`config.mk`:
```
export PLATFORM = sky130hd
export DESIGN_NAME = uart_rx
export DESIGN_NICKNAME = d
export VERILOG_FILES = /design/src/rtl/uart_rx.sv
export SDC_FILE = /design/constraint.sdc
export NUM_CORES = 1
export LEC_CHECK = 0
export ABC_AREA = 1
export CAP_MARGIN = 20
export CORE_ASPECT_RATIO = 1.75
export CORE_MARGIN = 5
export CORE_UTILIZATION = 50
export CTS_CLUSTER_DIAMETER = 200
export DETAILED_ROUTE_END_ITERATION = 10
export DONT_BUFFER_PORTS = 1
export GPL_TIMING_DRIVEN = 0
export HOLD_SLACK_MARGIN = 0.06
export PLACE_DENSITY_LB_ADDON = 0.05
export SLEW_MARGIN = 20
export SYNTH_ARGS = -nofsm -noshare
export SYNTH_HDL_FRONTEND = slang
export SYNTH_SLANG_ARGS = --single-unit
```
`constraint.sdc`:
```
create_clock -name i_clk -period 1.6 [get_ports i_clk]
set_input_delay 0.16 -clock i_clk [delete_from_list [all_inputs] [get_ports i_clk]]
set_output_delay 0.16 -clock i_clk [all_outputs]
set_load 0.02 [all_outputs]
```
`src/rtl/uart_rx.sv`:
```
// uart_rx: 16x-oversampled UART receiver that turns serial frames into a data word with a one-cycle done strobe
module uart_rx #(
    parameter int DATA_BITS = 8,
    parameter int SB_TICKS  = 16
) (
    input  logic                 i_clk,
    input  logic                 i_reset,
    input  logic                 i_tick,
    input  logic                 i_rx,
    output logic [DATA_BITS-1:0] o_data,
    output logic                 o_rx_done_tick,
    output logic                 o_frame_err
);
    localparam int SW = (SB_TICKS > 16) ? $clog2(SB_TICKS) : 4;
    localparam int NW = (DATA_BITS > 1) ? $clog2(DATA_BITS) : 1;
    localparam logic [SW-1:0] S_MID  = SW'(7);
    localparam logic [SW-1:0] S_BIT  = SW'(15);
    localparam logic [SW-1:0] S_STOP = SW'(SB_TICKS - 1);
    localparam logic [NW-1:0] N_LAST = NW'(DATA_BITS - 1);

    typedef enum logic [1:0] {IDLE, START, DATA, STOP} state_t;

    state_t               r_state, w_state;
    logic [SW-1:0]        r_s, w_s;
    logic [NW-1:0]        r_n, w_n;
    logic [DATA_BITS-1:0] r_shift, w_shift;
    logic [DATA_BITS-1:0] r_data, w_data;
    logic                 r_err, w_err;
    logic                 r_done, w_done;
    logic [1:0]           r_sync;
    logic                 w_rx_s;
    logic [DATA_BITS:0]   w_shift_in;

    assign w_rx_s         = r_sync[1];
    assign w_shift_in     = {w_rx_s, r_shift};
    assign o_data         = r_data;
    assign o_rx_done_tick = r_done;
    assign o_frame_err    = r_err;

    // State, counters, synchronizer and output registers; reset parks everything at idle-line values
    always_ff @(posedge i_clk) begin
        if (i_reset) begin
            r_state <= IDLE;
            r_s     <= '0;
            r_n     <= '0;
            r_shift <= '0;
            r_data  <= '0;
            r_err   <= 1'b0;
            r_done  <= 1'b0;
            r_sync  <= 2'b11;
        end else begin
            r_state <= w_state;
            r_s     <= w_s;
            r_n     <= w_n;
            r_shift <= w_shift;
            r_data  <= w_data;
            r_err   <= w_err;
            r_done  <= w_done;
            r_sync  <= {r_sync[0], i_rx};
        end
    end

    // Next-state logic: counters only move on tick cycles; IDLE reacts to the line immediately
    always_comb begin
        w_state = r_state;
        w_s     = r_s;
        w_n     = r_n;
        w_shift = r_shift;
        w_data  = r_data;
        w_err   = r_err;
        w_done  = 1'b0;
        case (r_state)
            IDLE: if (!w_rx_s) begin
                w_state = START;
                w_s     = '0;
            end
            START: if (i_tick) begin
                if (r_s == S_MID) begin
                    w_state = w_rx_s ? IDLE : DATA;
                    w_s     = '0;
                    w_n     = '0;
                end else w_s = r_s + 1'b1;
            end
            DATA: if (i_tick) begin
                if (r_s == S_BIT) begin
                    w_s     = '0;
                    w_shift = w_shift_in[DATA_BITS:1];
                    if (r_n == N_LAST) w_state = STOP;
                    else w_n = r_n + 1'b1;
                end else w_s = r_s + 1'b1;
            end
            STOP: if (i_tick) begin
                if (r_s == S_STOP) begin
                    w_state = IDLE;
                    w_data  = r_shift;
                    w_err   = ~w_rx_s;
                    w_done  = 1'b1;
                end else w_s = r_s + 1'b1;
            end
            default: w_state = IDLE;
        endcase
    end
endmodule

```
==> metrics.txt <==
status=complete, no violations; horizontal die dimension=about 49 µm; Worst Setup Slack post-DPL=0.0774 ns; flops & latches, synth=29; fraction of final layout cells sized beyond drive strength 1=22.8%; arrival time at the worst endpoint=1.66 ns; clock network latency to the later pin of the worst-skew pair=0.28 ns; Post-route DRC=0; post-synthesis sequential area ratio=44.2%; H-tree depth=2; Crit path max-delay family=simple AND/OR/NAND/NOR gates; area of combinational cells with multiple inputs=659 µm²; first-pass GRT wire length=around 4600 µm; initial core utilization=52.1%; Num CTS Buffers=5; endpoint kind of the worst setup timing path=register; leftover overflow at the end of global routing=0; mean cell area of the mapped netlist=around 7.6 µm²; cell count after synthesis=174; area occupied by registers=approximately 580 µm²; post-synthesis cell type count=23; Layout Nets=190; final setup fails=0; Core Area=0.00252 mm²; Largest stage delay, worst path=0.38 ns; Highest Clock Rate=673 MHz; utilization of the core after routing=58.3%; relative slew slack=73.7%; clock tree root buffer cell=clkbuf_8; I/O pin count=14; standby leakage power=0.663 nW; ANT nets after route=0; required time of the worst setup path=1.77 ns; FF-to-FF Start=r_s[0]; number of maximum-capacitance constraint violations=0; vias in the first global route=1067; Post-Layout Cell Count=210; total half-perimeter wirelength after legalization and detailed placement=2000 µm; number of buffer and inverter stages on the critical path=0; Synth Warn #=0; PD cells=1100 mW/mm²; classification of the worst setup path=reg -> reg; antenna diode count=0; Worst Slack Setup Final=0.114 ns; y dimension of the die=~78 µm; area delta synth->final=11.9%; worst-case clock skew=about 0.0051 ns; net count of the mapped netlist=181; total wirelength of the detailed-routed design=2630 µm; Starting DRT DRC Count=23; Initial DRT Pass Iterations=4; Peak supply drop=just over 0.7 mV; ordered list of cells on the worst path=ha_2 > nand3_2 > nand2_2 > nand3_2 > nor2_4 > nand2_1 > nand2_1 > nor2_2; aggregate global-route resource usage=15.3%; CTS Sinks=29; slowest library cell on the worst path=dfxtp_1; largest net degree at the start of global routing=11; Critical Path Source=r_s[0]; Worst Hold Class=in -> reg; Filler Cell Count=256; Startpoint Class=register; Final Hold Violating Endpoints=0; number of antenna violations at the first check in global routing=0; Synth area leader=dfxtp_1; number of vias after detailed routing=around 1100; largest fanout on the critical path=6; post-layout minimum cycle time=1.49 ns; area share of the largest cell type after synthesis=44.2%; clock buffer depth=2; wire length per cell after detailed routing=12.5 µm; Avg Vias per Cell=5.15; period utilization=92.9%; most used cells in the layout excluding fill and tap cells=nor2_1 (44), dfxtp_1 (29), nand2_1 (27); placed instance count=200; Port Buffer Count=0; commonest non-fill, non-tap cell in the layout=nor2_1; final number of max-transition violations=0; number of rows in the core area=24; min-delay src=i_reset; RSZ-0062 raised after global routing=no; sum of negative setup slack=0 ns; RePlAce Congestion=0.798; die area=0.00379 mm²; register clock-pin slew on the reported worst setup and hold paths=approximately 0.060 ns; CTS tree=done; pin slew with the least headroom to its limit=0.394 ns; top area cells in the synthesized netlist=dfxtp_1 (44%), nor2_1 (13%), nand2_1 (7.7%); netlist area before placement=approximately 0.0013 mm²
## cells in the mapped netlist
master	instances
a21oi_1	4
a21oi_2	2
buf_6	1
clkbuf_1	1
clkbuf_4	1
clkinv_2	1
dfxtp_1	29
ha_1	3
inv_1	8
inv_2	5
nand2_1	27
nand2_2	6
nand2_4	1
nand3_1	7
nand3_2	5
nor2_1	44
nor2_2	5
nor2_4	2
nor3_4	1
o21ai_0	8
o21ai_1	10
o21ai_2	1
or2_2	2
## worst reg2reg max path: stages (launching register included)
cell     delay (ns)
dfxtp_1        0.38
ha_2           0.24
nand3_2        0.17
nand2_2        0.15
nand3_2        0.10
nor2_4         0.16
nand2_1        0.08
nand2_1        0.07
nor2_2         0.03
## cell families after synthesis
kind of cell	synth area share, %
fa+ha+maj	2.86
simple gates	36.8
compound gates	10.4
flops	44.2
buf+inv	5.81
## report_power, final
group	internal, mW	leakage, nW	switching (mW)
combinational	0.0735	0.374	0.130
sequential	0.745	0.235	0.0251
clock	0.388	0.0542	0.259
## per-layer routing
layer	routed length, µm	vias up	global-route usage, %
met4	97	0	9.16
met5	0	-	0
met3	81	10	4.41
met1	1040	488	15.2
met2	1410	13	27.2
li1	-	570	-
## path summary, 6_finish.rpt
kind                    end  slack, ns  cells past startpoint
setup / recovery     r_n[1]       0.11                      8
hold / removal     register       0.08                      3
setup reg to reg     r_n[1]       0.11                      8
hold reg to reg   r_sync[1]       0.41                      1
## area by class of cell
cell class | instances | area share [%]
Buffer | 3 | 1.53
Clock buffer | 7 | 6.55
Clock inverter | 1 | 0.340
Inverter | 14 | 3.66
Multi-Input combinational cell | 128 | 44.9
Sequential cell | 29 | 39.5
Tap cell | 26 | 2.21
Timing Repair Buffer | 2 | 1.36
## flip-flops by register name (all words and copies together) (netlist names), named ones only
signal,cells
r_n,3
r_sync,2
r_shift,8
o_frame_err,1
r_state,1
r_s,4
o_data,8
o_rx_done_tick,1
## per-stage QoR
| step | hold slack, ns | instance area, µm² | total power, mW |
|---|---|---|---|
| 6_report | 0.0795 | 1470 | 1.62 |
| 5_1_grt | 0.0810 | 1470 | 1.72 |
| 4_1_cts | 0.0773 | 1470 | 1.65 |
| 3_5_place_dp | 0.234 | 1350 | 0.989 |
| 3_3_place_gp | 0.232 | 1350 | 0.976 |
| 2_1_floorplan | 0.229 | 1310 | 0.950 |
## repair_timing
item                       in CTS  in global routing
buffers inserted                0                  0
resized for setup               0                  2
setup endpoints to repair       0                  4
hold buffers                    2                  0
hold endpoints to repair        4                  0
Power figures use the tool's default switching activity.
